===== src/rtl/shift_exec_if.sv =====
// ---------------------------------------------------------------------------
// shift_exec_if
//   Issue-side and writeback-side handshake bundle for shift_exec_stage.
//
//   Issue channel (master drives, stage consumes):
//     in_valid, in_op[1:0], in_a[31:0], in_b[31:0], in_rd[TAG_W-1:0]
//     in_ready    (driven back by the stage)
//   Writeback channel (stage drives, master consumes):
//     out_valid, out_result[31:0], out_rd[TAG_W-1:0], out_zero
//     out_ready   (driven by writeback)
//
//   modport slave  : the execute stage
//   modport master : issue logic + writeback (or a testbench)
// ---------------------------------------------------------------------------
interface shift_exec_if #(
    parameter int TAG_W = 5
);
    logic             in_valid;
    logic             in_ready;
    logic [1:0]       in_op;
    logic [31:0]      in_a;
    logic [31:0]      in_b;
    logic [TAG_W-1:0] in_rd;

    logic             out_valid;
    logic             out_ready;
    logic [31:0]      out_result;
    logic [TAG_W-1:0] out_rd;
    logic             out_zero;

    modport slave (
        input  in_valid, in_op, in_a, in_b, in_rd, out_ready,
        output in_ready, out_valid, out_result, out_rd, out_zero
    );

    modport master (
        output in_valid, in_op, in_a, in_b, in_rd, out_ready,
        input  in_ready, out_valid, out_result, out_rd, out_zero
    );
endinterface


===== src/rtl/shift_exec_stage.sv =====
// ---------------------------------------------------------------------------
// shift_exec_stage
//   Two-stage execute pipeline for 32-bit shifts.
//     S1 : registers op, operand a, shift amount (in_b[4:0]) and dest tag.
//     S2 : registers the op-selected shifter result, its zero flag and tag.
//   Full throughput (one op per clock), valid/ready backpressure on both
//   sides, synchronous flush that empties both stages.
//
//   Ports:
//     clk    : clock, rising edge
//     rst_n  : asynchronous active-low reset
//     flush  : synchronous kill of everything in flight
//     bus    : shift_exec_if.slave (issue + writeback handshakes)
//
//   Ops: 00 SLL, 01 SRL, 10 SRA, 11 ROR (if SHIFT_ROTATE_EN) else reserved.
//   Build option: define SHIFT_ROTATE_EN to make op 11 rotate right; when
//   undefined, op 11 produces 0 (zero flag set) with normal flow.
// ---------------------------------------------------------------------------
module shift_exec_stage #(
    parameter int TAG_W = 5
) (
    input  logic       clk,
    input  logic       rst_n,
    input  logic       flush,
    shift_exec_if.slave bus
);
    localparam logic [1:0] OP_SLL = 2'b00;
    localparam logic [1:0] OP_SRL = 2'b01;
    localparam logic [1:0] OP_SRA = 2'b10;

    // ---------------- pipeline state ----------------
    logic             s1_valid_q, s1_valid_d;
    logic [1:0]       s1_op_q,    s1_op_d;
    logic [31:0]      s1_a_q,     s1_a_d;
    logic [4:0]       s1_shamt_q, s1_shamt_d;
    logic [TAG_W-1:0] s1_rd_q,    s1_rd_d;

    logic             s2_valid_q,  s2_valid_d;
    logic [31:0]      s2_result_q, s2_result_d;
    logic             s2_zero_q,   s2_zero_d;
    logic [TAG_W-1:0] s2_rd_q,     s2_rd_d;

    logic adv1;
    logic adv2;
    logic in_fire;

    // Upper shift-amount bits are architecturally ignored.
    logic unused_b_hi;
    assign unused_b_hi = ^bus.in_b[31:5];

    // A stage may take new data when it is empty or its content moves on.
    assign adv2        = ~s2_valid_q | bus.out_ready;
    assign adv1        = ~s1_valid_q | adv2;
    assign bus.in_ready = adv1 & ~flush & rst_n;
    assign in_fire     = bus.in_valid & bus.in_ready;

    // ---------------- shifters ----------------
    // Log-depth barrel shifters: stage gi shifts by 2**gi when shamt[gi] set.
    logic [31:0] sll_st [0:5];
    logic [31:0] srl_st [0:5];
    logic [31:0] sra_st [0:5];

    assign sll_st[0] = s1_a_q;
    assign srl_st[0] = s1_a_q;
    assign sra_st[0] = s1_a_q;

    genvar gi;
    generate
        for (gi = 0; gi < 5; gi++) begin : g_shift
            localparam int SH = 1 << gi;
            assign sll_st[gi+1] = s1_shamt_q[gi] ? {sll_st[gi][31-SH:0], {SH{1'b0}}}
                                                 : sll_st[gi];
            assign srl_st[gi+1] = s1_shamt_q[gi] ? {{SH{1'b0}}, srl_st[gi][31:SH]}
                                                 : srl_st[gi];
            // Fill with the original sign bit so every stage stays arithmetic.
            assign sra_st[gi+1] = s1_shamt_q[gi] ? {{SH{s1_a_q[31]}}, sra_st[gi][31:SH]}
                                                 : sra_st[gi];
        end
    endgenerate

`ifdef SHIFT_ROTATE_EN
    // Rotating stages realise srl(a,s) | sll(a,(32-s)&31); shamt=0 passes a
    // straight through, which is the required gating.
    logic [31:0] ror_st [0:5];
    assign ror_st[0] = s1_a_q;
    generate
        for (gi = 0; gi < 5; gi++) begin : g_rot
            localparam int SH = 1 << gi;
            assign ror_st[gi+1] = s1_shamt_q[gi] ? {ror_st[gi][SH-1:0], ror_st[gi][31:SH]}
                                                 : ror_st[gi];
        end
    endgenerate
`endif

    logic [31:0] shift_res;
    always_comb begin
        shift_res = 32'h0;
        unique case (s1_op_q)
            OP_SLL:  shift_res = sll_st[5];
            OP_SRL:  shift_res = srl_st[5];
            OP_SRA:  shift_res = sra_st[5];
`ifdef SHIFT_ROTATE_EN
            default: shift_res = ror_st[5];
`else
            default: shift_res = 32'h0;     // reserved op
`endif
        endcase
    end

    // ---------------- next-state ----------------
    always_comb begin
        s1_valid_d  = s1_valid_q;
        s1_op_d     = s1_op_q;
        s1_a_d      = s1_a_q;
        s1_shamt_d  = s1_shamt_q;
        s1_rd_d     = s1_rd_q;
        s2_valid_d  = s2_valid_q;
        s2_result_d = s2_result_q;
        s2_zero_d   = s2_zero_q;
        s2_rd_d     = s2_rd_q;

        // S1 data
        if (in_fire) begin
            s1_op_d    = bus.in_op;
            s1_a_d     = bus.in_a;
            s1_shamt_d = bus.in_b[4:0];
            s1_rd_d    = bus.in_rd;
        end

        // S2 data
        if (s1_valid_q && adv2) begin
            s2_result_d = shift_res;
            s2_zero_d   = (shift_res == 32'h0);
            s2_rd_d     = s1_rd_q;
        end

        // Valid bits; flush wins over everything (data may go stale).
        if (flush) begin
            s1_valid_d = 1'b0;
            s2_valid_d = 1'b0;
        end else begin
            if (adv1) s1_valid_d = in_fire;
            if (adv2) s2_valid_d = s1_valid_q;
        end
    end

    always_ff @(posedge clk or negedge rst_n) begin
        if (!rst_n) begin
            s1_valid_q  <= 1'b0;
            s1_op_q     <= 2'b00;
            s1_a_q      <= 32'h0;
            s1_shamt_q  <= 5'd0;
            s1_rd_q     <= '0;
            s2_valid_q  <= 1'b0;
            s2_result_q <= 32'h0;
            s2_zero_q   <= 1'b0;
            s2_rd_q     <= '0;
        end else begin
            s1_valid_q  <= s1_valid_d;
            s1_op_q     <= s1_op_d;
            s1_a_q      <= s1_a_d;
            s1_shamt_q  <= s1_shamt_d;
            s1_rd_q     <= s1_rd_d;
            s2_valid_q  <= s2_valid_d;
            s2_result_q <= s2_result_d;
            s2_zero_q   <= s2_zero_d;
            s2_rd_q     <= s2_rd_d;
        end
    end

    assign bus.out_valid  = s2_valid_q;
    assign bus.out_result = s2_result_q;
    assign bus.out_rd     = s2_rd_q;
    assign bus.out_zero   = s2_zero_q;
endmodule


===== src/flat_wrapper.sv =====
// flat-port wrapper written by rule: the top's interface ports become plain ports
module shift_exec_stage_flat 
#(
    parameter int TAG_W = 5
)
  (clk, rst_n, flush, bus_in_valid, bus_in_op, bus_in_a, bus_in_b, bus_in_rd, bus_out_ready, bus_in_ready, bus_out_valid, bus_out_result, bus_out_rd, bus_out_zero);
  shift_exec_if #(.TAG_W(TAG_W)) bus_i ();
  input  logic clk;
  input  logic rst_n;
  input  logic flush;
  input wire logic [$bits(bus_i.in_valid)-1:0] bus_in_valid;
  input wire logic [$bits(bus_i.in_op)-1:0] bus_in_op;
  input wire logic [$bits(bus_i.in_a)-1:0] bus_in_a;
  input wire logic [$bits(bus_i.in_b)-1:0] bus_in_b;
  input wire logic [$bits(bus_i.in_rd)-1:0] bus_in_rd;
  input wire logic [$bits(bus_i.out_ready)-1:0] bus_out_ready;
  output wire logic [$bits(bus_i.in_ready)-1:0] bus_in_ready;
  output wire logic [$bits(bus_i.out_valid)-1:0] bus_out_valid;
  output wire logic [$bits(bus_i.out_result)-1:0] bus_out_result;
  output wire logic [$bits(bus_i.out_rd)-1:0] bus_out_rd;
  output wire logic [$bits(bus_i.out_zero)-1:0] bus_out_zero;
  assign bus_i.in_valid = bus_in_valid;
  assign bus_i.in_op = bus_in_op;
  assign bus_i.in_a = bus_in_a;
  assign bus_i.in_b = bus_in_b;
  assign bus_i.in_rd = bus_in_rd;
  assign bus_i.out_ready = bus_out_ready;
  assign bus_in_ready = bus_i.in_ready;
  assign bus_out_valid = bus_i.out_valid;
  assign bus_out_result = bus_i.out_result;
  assign bus_out_rd = bus_i.out_rd;
  assign bus_out_zero = bus_i.out_zero;
  shift_exec_stage #(.TAG_W(TAG_W)) u_core (.clk(clk), .rst_n(rst_n), .flush(flush), .bus(bus_i));
endmodule

===== config.mk =====
export PLATFORM = sky130hd
export DESIGN_NAME = shift_exec_stage_flat
export DESIGN_NICKNAME = d
export VERILOG_FILES = /design/src/rtl/shift_exec_if.sv /design/src/rtl/shift_exec_stage.sv /design/src/flat_wrapper.sv
export SDC_FILE = /design/constraint.sdc
export NUM_CORES = 1
export LEC_CHECK = 0
export CORE_MARGIN = 2
export CORE_UTILIZATION = 30
export DETAILED_ROUTE_END_ITERATION = 7
export GPL_ROUTABILITY_DRIVEN = 1
export PLACE_DENSITY = 0.47
export SYNTH_ARGS = -nofsm -noshare
export SYNTH_HDL_FRONTEND = slang
export SYNTH_SLANG_ARGS = --single-unit

===== constraint.sdc =====
create_clock -name clk -period 5.79 [get_ports clk]
set_input_delay 1.158 -clock clk [delete_from_list [all_inputs] [get_ports clk]]
set_output_delay 1.158 -clock clk [all_outputs]
set_load 0.03 [all_outputs]

* After elaboration in Yosys (flattened, before gate mapping)
Index checks and enable logic that the tools add are counted. W data, S select, Z words.
Word-level totals: bits in registers 84, bits in latches 0, memory bits (writable) 0, memory bits (read-only) 0, input bits 76, output and inout port bits 40, logic and storage cells 44, memories 0
Cells by class: add/sub/neg operators 0, $mul 0, div/mod/pow operators 0, $lt $le $gt $ge 0, eq/ne operators 2, shifts and indexed selects 0, muxes and demuxes 20, bitwise gates (word level) 8, reductions and logical operators 5
Operators with widths (number):
- $mux W32 | 10
- $mux W31 | 5
- $pmux W32 S3 | 1
- $logic_not A32 Y1 | 1
- $mux W1 | 4
- $reduce_bool A2 Y1 | 2
- $and A1 B1 Y1 | 3
- $not A1 Y1 | 3
- $eq A2 B1 Y1 const B | 1
- $eq A2 B2 Y1 const B | 1
- $logic_not A2 Y1 | 1
- $or A1 B1 Y1 | 2
- $logic_and A1 B1 Y1 | 1

* Longest topological paths before layout
Gate-level depths: netlist of the first run.
depth in word-level cells 8, depth in mapped cells 13, depth with buffers taken out 8

* Worst setup path before layout of the first run
OpenSTA, ideal clock, no wires.
path kind register to register, start point register u_core.s1_shamt_q[2], end point register u_core.s2_zero_q, in the netlist u_core.bus.out_zero, library setup time 0.067 ns, arrival 2.744 ns, data required time 5.723 ns, setup slack 2.978 ns, stages on the path, launching flop included 12, clock period less this slack 2.812 ns, path through dfrtp_1 > buf_6 > buf_6 > buf_6 > nor3_1 > mux2i_1 > o221ai_1 > o22ai_1 > o2111ai_1 > or4_1 > nor4_1 > a32o_1
Between the ends: longest elaborated chain between the ends 5
Ends and longest elaborated chain:
- start, declared | line shift_exec_stage.sv:35 | logic [4:0] s1_shamt_q, s1_shamt_d;
- start signal, assigned | line shift_exec_stage.sv:162 | s1_shamt_q <= s1_shamt_d;
- $mux W31, or another cell as far along (3 in a row) | line shift_exec_stage.sv:76 | assign sra_st[gi+1] = s1_shamt_q[gi] ? {{SH{s1_a_q[31]}}, sra_st[gi][31:SH]}
- $pmux W32 S3 * | line shift_exec_stage.sv:98 | unique case (s1_op_q)
- $logic_not A32 Y1 * | line shift_exec_stage.sv:133 | s2_zero_d = (shift_res == 32'h0);
- end signal, assigned | line shift_exec_stage.sv:166 | s2_zero_q <= s2_zero_d;
- end, declared | line shift_exec_stage.sv:40 | logic s2_zero_q, s2_zero_d;
Every way passes the cells marked *; elsewhere a longest branch is shown, timed or not. A chain may end at the register's enable or synchronous reset.

* Worst setup path after layout of the first run
start point register u_core.s1_shamt_q[0], end point register u_core.s2_zero_q, in the netlist u_core.bus.out_zero
Between the ends: longest elaborated chain between the ends 7
Ends and longest elaborated chain (line):
- $mux W31, or another cell as far along (5 in a row) | shift_exec_stage.sv:76
- $pmux W32 S3 * | shift_exec_stage.sv:98
- $logic_not A32 Y1 * | shift_exec_stage.sv:133
Marks and branches as above.

==> results of run 1 <==
[cell type report]
| class | instances | area (um2) | share of cell area (%) |
|---|---|---|---|
| clock buffers | 9 | 225 | 2.53 |
| inverters | 10 | 37.5 | 0.422 |
| flip-flops and latches | 84 | 2110 | 23.7 |
| clock inverters | 7 | 51.3 | 0.576 |
| repair buffers | 107 | 1020 | 11.5 |
| multi-input cells | 587 | 5040 | 56.7 |
| well taps | 330 | 413 | 4.64 |
[sequential cells by signal, indices dropped and copies added (netlist names)]
| signal | flops |
|---|---|
| u_core.bus.out_result | 32 |
| u_core.bus.out_zero | 1 |
| u_core.bus.out_valid | 1 |
| u_core.s1_valid_q | 1 |
| u_core.s1_shamt_q | 5 |
| u_core.bus.out_rd | 5 |
| u_core.s1_a_q | 32 |
| u_core.s1_rd_q | 5 |
| u_core.s1_op_q | 2 |
[layout by cell type (no fill, tap or decap), types with 5 or more instances in the layout]
| cell | count |
|---|---|
| mux2_2 | 90 |
| clkdlybuf4s50_1 | 87 |
| dfrtp_1 | 81 |
| nand2_1 | 64 |
| mux2i_1 | 51 |
| mux4_2 | 45 |
| nor2_1 | 38 |
| o21ai_0 | 34 |
| nand3_1 | 25 |
| nor3_1 | 20 |
| buf_4 | 20 |
| o22ai_1 | 18 |
| nor2b_1 | 14 |
| a21oi_1 | 14 |
| a211oi_1 | 13 |
| inv_1 | 9 |
| o2111ai_1 | 9 |
| clkbuf_16 | 9 |
| o31ai_1 | 7 |
| a22oi_1 | 7 |
| o211ai_1 | 7 |
| a211o_1 | 6 |
| nand2b_1 | 5 |
| a22o_1 | 5 |
| o2bb2ai_1 | 5 |
| or3_1 | 5 |
| a2111oi_0 | 5 |
| o221ai_1 | 5 |
[worst max-delay path, stage by stage, from the launching register on]
cell and delay, ns:
dfrtp_4 0.89, buf_4 0.47, mux4_2 0.62, a211oi_1 0.72
o21ai_0 0.33, or4_1 0.58, nor4_1 0.32, a32o_1 0.20
[power groups by stage]
stage / clock [mW] / combinational (mW) / sequential (mW)
6_report: 0.567 / 2.29 / 1.02
3_5_place_dp: 0 / 2.25 / 1.03
4_1_cts: 0.585 / 2.25 / 1.01
2_1_floorplan: 0 / 1.33 / 1.09
3_3_place_gp: 0 / 2.26 / 1.02
5_1_grt: 0.613 / 2.41 / 1.05
[cell families after synthesis]
group / count (synthesis) / synth area share [%]
buf+inv: 83 / 5.83
flops: 84 / 27.8
simple gates: 209 / 13.7
compound gates: 184 / 17.8
mux: 193 / 34.9
xor+xnor: 1 / 0.116
[per-stage QoR]
stage	instances	cell area, um2	total power [mW]
final	1134	8900	3.87
after CTS	1134	8900	3.85
after floorplan	754	7570	2.43
after global routing	1134	8900	4.06
after detailed placement	1118	8620	3.27
after global placement	1118	8620	3.29
[path summary, 6_finish.rpt]
path	from	to	slack [ns]
worst max-delay path	u_core.s1_shamt_q[0]	u_core.bus.out_zero	1.54
worst min-delay path	u_core.bus.out_result[11]	u_core.bus.out_result[11]	0.48
min in group asynchronous	rst_n	u_core.bus.out_result[22]	0.78
worst max register to register	u_core.s1_shamt_q[0]	u_core.bus.out_zero	1.54
worst min register to register	u_core.bus.out_result[11]	u_core.bus.out_result[11]	0.48
max in group asynchronous	rst_n	u_core.s1_shamt_q[0]	3.96
[routing by layer]
layer  vias up  routed length (um)  GRT usage, %
met5         -                   0             0
met1      3595               13800          33.3
met3        60                2090          3.16
met4         0                1040          8.61
li1       3058                   -             -
met2       347               13500          35.7
==> key figures, run 1 <==
Die
  – Initial cell density of the core: 30.3%
  – Die ar.: 0.0265 mm2
  – CORE AREA: 0.0250 mm2
  – Die width: 163 um
  – IO Pins: 116
  – Core Rows: 58
  – Die H: 163 um

Pwr
  – Cell area power density: 435 mW/mm2
  – Sequential power share: 26.3%
  – Leakage: 3.39 nW
  – Combinational share of power: 59.1%
  – NetSw: 1.88 mW
  – Max VDD drop: 0.000212 V
  – Sw frac: 48.5%
  – Clock power share: 14.6%
  – Int Pwr: 2.00 mW

Timing
  – Minimum clock period: 4.25 ns
  – Clk_skew: 0.0117 ns
  – Final Cycle Share: 73.3%
  – TNS Setup: 0 ns
  – WHS: 0.480 ns
  – Fin. Hold Viols: 0
  – Setup WS post-layout: 1.54 ns
  – RSZ-0062 raised after global routing: no
  – Slew HR: 25.9%
  – Max-slew violations: 0
  – # setup viols final: 0
  – Max frequency: 236 MHz
  – Slew @ Worst Pin: 1.11 ns

Synthesis
  – Yosys cell types: 79
  – Predominant post-synthesis flop cell: dfrtp_1
  – Largest cells by area after synthesis: dfrtp_1 (28%), mux2_2 (13%), mux4_2 (13%)
  – Seq/Total Area, Yosys: 27.8%
  – Number of synthesized register bits: 84
  – Top-area cell type share of the netlist area: 27.8%
  – Syn_area_per_cell: 10.0 um2
  – Synthesis Warnings: 0
  – Post-synth EDFFs: 0
  – Post-synth top cells: mux2_2 (90), dfrtp_1 (84), nand2_1 (65), mux2i_1 (51), mux4_2 (45)
  – Synthesized instance count: 754
  – Syn nets: 830
  – Yosys top cell by area: dfrtp_1
  – Post-synth ARST share: 100%
  – Top-count cell post-synth: mux2_2
  – Post-synthesis cell area: 0.00757 mm2

Route
  – DRC: 0
  – Final ANT Viol Nets: 0
  – Routed vias: 7060
  – Drt pass-1 iters: 8
  – DRT Wirelength: 30500 um
  – Initial DRC Count: 640
  – Via-to-Cell Ratio: 6.23
  – Routed length per instance: 26.9 um

Min path
  – Worst min-delay path class: reg2reg
  – Worst hold stages: 2

Clock tree
  – CTS H-tree lvls: 3
  – CTS Hold Bufs: 0
  – Root buf cell: clkbuf_16
  – Post_cts resized: 0
  – Clock Path Buffers: 2
  – Clock-pin transition on the worst setup and hold timing paths: 0.07 ns
  – Worst skew pair latency: 0.36 ns
  – CTS tree: done
  – Post-CTS Setup Inserts: 0
  – CTS Sinks: 84
  – CTS Buf Count: 9

Global routing
  – Largest net degree at the start of global routing: 60
  – First-pass GRT wire length: 45500 um
  – GRT Util Overall: 23.2%
  – Total gr overflow: 0
  – Initial antenna violation count: 0
  – Vias in the first global route: 6758

Place
  – DP HPWL: 22800 um
  – Pre-CTS WS: 1.64 ns
  – Input/output buffers: 88
  – Gpl congestion: 0.959

Layout
  – NumNets Final: 875
  – Diode count: 0
  – # fillers: 2609
  – Share of cells above drive strength 1: 23.8%
  – Post-Route Utilization: 35.6%
  – Syn-to-layout area delta: 17.5%

Worst setup path
  – CP max FO: 49
  – Worst setup EP type: register
  – Kind of critical path: reg2reg
  – CP Data Required Time: 6.08 ns
  – CP startpoint kind: register
  – Worst Path Arrival: 4.54 ns
  – R2R depth: 7

Outcome
  – Outcome: complete, no violations

Run
  – Max Cap Viol: 0
(Power assumes the default switching activity.)
==> run 2, diff against run 1 <==
Settings changed: PLACE_DENSITY 0.47 to 0.49.
Clock period 5.79 ns to 3.9 ns, I/O delays scaled along.
==> key figures, run 2 (synthesis results as in run 1) <==
Place
  – Input/output buffers: 88 (unchanged)
  – Area after DPL: 0.00904 mm2 (+4.9%)
  – DP HPWL: 23600 um (+3.4%)
  – Gpl congestion: 0.984 (+2.6%)
  – Pre-CTS WS: 0.343 ns (-1.30 ns)

Layout
  – Share of cells above drive strength 1: 28.0% (+4.3 points)
  – Combined area of the multi-input logic cells: 0.00503 mm2 (-0.15%)
  – Most common cell after layout, fill and taps aside: mux2_2
  – Diode count: 0 (unchanged)
  – FF+latch area: 0.00211 mm2 (unchanged)
  – # fillers: 2549 (-2.3%)
  – Syn-to-layout area delta: 23.8%
  – NumNets Final: 924 (+5.6%)
  – Leading cell types in the layout, fill and taps excluded: mux2_2 (90), clkdlybuf4s50_1 (87), dfrtp_1 (81)
  – Cell area after layout: 0.00938 mm2 (+5.4%)

Worst setup path
  – Bufs and invs on worst path: 2 (+1)
  – Reg2reg end: u_core.bus.out_zero
  – Crit path largest cell delay: 0.70 ns (-0.19 ns)
  – Kind of critical path: reg2reg
  – Worst Path Arrival: 3.96 ns (-0.58 ns)
  – CP startpoint kind: register
  – Cell family with most CP delay: compound AO/OA/AOI/OAI gates
  – R2R Setup Slk: 0.23 ns (-1.31 ns)
  – Reg-to-Reg Start: u_core.s1_shamt_q[0]
  – R2R depth: 10 (+3)
  – CP Data Required Time: 4.19 ns (-1.89 ns)
  – CP max FO: 23 (-53%)
  – Worst-path cell chain: buf_12 -> buf_12 -> mux4_2 -> mux2i_1 -> a2111oi_0 -> a2111oi_0 -> o21ai_0 -> a211o_1 -> nor4_1 -> a32o_1
  – Worst path depth: 10 (+3)
  – CP max stage cell: a2111oi_0
  – Worst setup EP type: register

Clock tree
  – CTS tree: done
  – CTS Sinks: 84 (unchanged)
  – CTS Hold Bufs: 0 (unchanged)
  – Post-CTS Setup Inserts: 0 (unchanged)
  – CTS H-tree lvls: 3 (unchanged)
  – Clock-pin transition on the worst setup and hold timing paths: 0.06 ns (about the same)
  – Clock Path Buffers: 2 (unchanged)
  – Root buf cell: clkbuf_16
  – Post_cts resized: 0 (unchanged)
  – CTS Buf Count: 9 (unchanged)
  – Worst skew pair latency: 0.37 ns (about the same)

Route
  – DRC: 0 (unchanged)
  – Routed vias: 7078 (+0.25%)
  – Drt pass-1 iters: 6 (-2)
  – Initial DRC Count: 810 (+27%)
  – DRT Wirelength: 30600 um (+0.33%)
  – Final ANT Viol Nets: 0 (unchanged)
  – Via-to-Cell Ratio: 5.98 (-3.9%)
  – Routed length per instance: 25.8 um (-3.8%)

Min path
  – Hold EP: u_core.bus.out_result[4]
  – Hold Startpoint: u_core.bus.out_result[4]
  – Worst hold stages: 2 (unchanged)
  – Worst min-delay path class: reg2reg

Global routing
  – Initial antenna violation count: 1 (+1)
  – Total gr overflow: 0 (unchanged)
  – First-pass GRT wire length: 45700 um (+0.38%)
  – Vias in the first global route: 6895 (+2.0%)
  – Largest net degree at the start of global routing: 54 (-10%)
  – GRT Util Overall: 23.4% (+0.16 points)

Die
  – Core Rows: 58 (unchanged)
  – Die H: 163 um (unchanged)
  – IO Pins: 116 (unchanged)
  – Die width: 163 um (unchanged)
  – Initial cell density of the core: 30.3% (unchanged)
  – Die ar.: 0.0265 mm2 (unchanged)
  – CORE AREA: 0.0250 mm2 (unchanged)

Timing
  – Max frequency: 273 MHz (+16%)
  – Setup WS post-layout: 0.232 ns (-1.31 ns)
  – # setup viols final: 0 (unchanged)
  – Max-slew violations: 0 (unchanged)
  – RSZ-0062 raised after global routing: no
  – TNS Setup: 0 ns (unchanged)
  – Minimum clock period: 3.67 ns (-0.578 ns)
  – Fin. Hold Viols: 0 (unchanged)
  – Clk_skew: 0.0124 ns (+0.000724 ns)
  – WHS: 0.475 ns (-0.00423 ns)
  – Slew @ Worst Pin: 0.927 ns (-0.185 ns)
  – Final Cycle Share: 94.1% (+21 points)
  – Slew HR: 38.0% (+12 points)

Run
  – Max Cap Viol: 0 (unchanged)

Pwr
  – Leakage: 3.67 nW (+8.4%)
  – Cell area power density: 650 mW/mm2 (+49%)
  – Pwr Total: 6.10 mW (+57%)
  – Max VDD drop: 0.000289 V (+36%)

Outcome
  – Outcome: complete, no violations
run 2: worst max-delay path by stage:
stage | startpoint | endpoint | slack [ns]
global route | u_core.s1_shamt_q[0] | u_core.bus.out_zero | 0.004
finish | u_core.s1_shamt_q[0] | u_core.bus.out_zero | 0.23
detailed placement | u_core.s1_shamt_q[0] | u_core.bus.out_zero | 0.34
global placement | u_core.s1_shamt_q[0] | u_core.bus.out_zero | 0.36
CTS | u_core.s1_shamt_q[0] | u_core.bus.out_zero | 0.32
floorplan | u_core.s1_shamt_q[2] | u_core.bus.out_zero | 1.09
run 2: metal layers:
metal / global-route usage [%] / wire, um
met1: 33.3 / 13700
met2: 34.4 / 13200
met3: 3.95 / 2240
met4: 11.3 / 1400
met5: 0 / 13
run 2: layout make-up:
type | count | area share [%]
flip-flops and latches | 84 | 22.5
repair buffers | 156 | 15.5
clock inverters | 6 | 1.00
inverters | 10 | 0.400
clock buffers | 10 | 2.55
multi-input cells | 587 | 53.7
well taps | 330 | 4.40
run 2: where the power goes:
part / internal (mW) / total, mW / switching [mW] / leakage (nW)
sequential: 1.12 / 1.45 / 0.330 / 1.02
combinational: 1.58 / 3.65 / 2.08 / 2.49
clock: 0.586 / 0.993 / 0.407 / 0.160
run 2: worst reg2reg max path: cells and delay by family (launching register included):
kind,cells,cell delay (ns)
simple gates,1,0.22
buf+inv,2,0.39
mux,2,0.79
flops,1,0.63
compound gates,5,1.57
run 2: per-stage QoR:
| step | instances | utilization, % |
|---|---|---|
| after CTS | 1183 | 37.6 |
| after floorplan | 754 | - |
| after detailed placement | 1167 | 36.2 |
| after global placement | 1167 | 36.2 |
| after global routing | 1183 | 37.6 |
| final | 1183 | 37.6 |
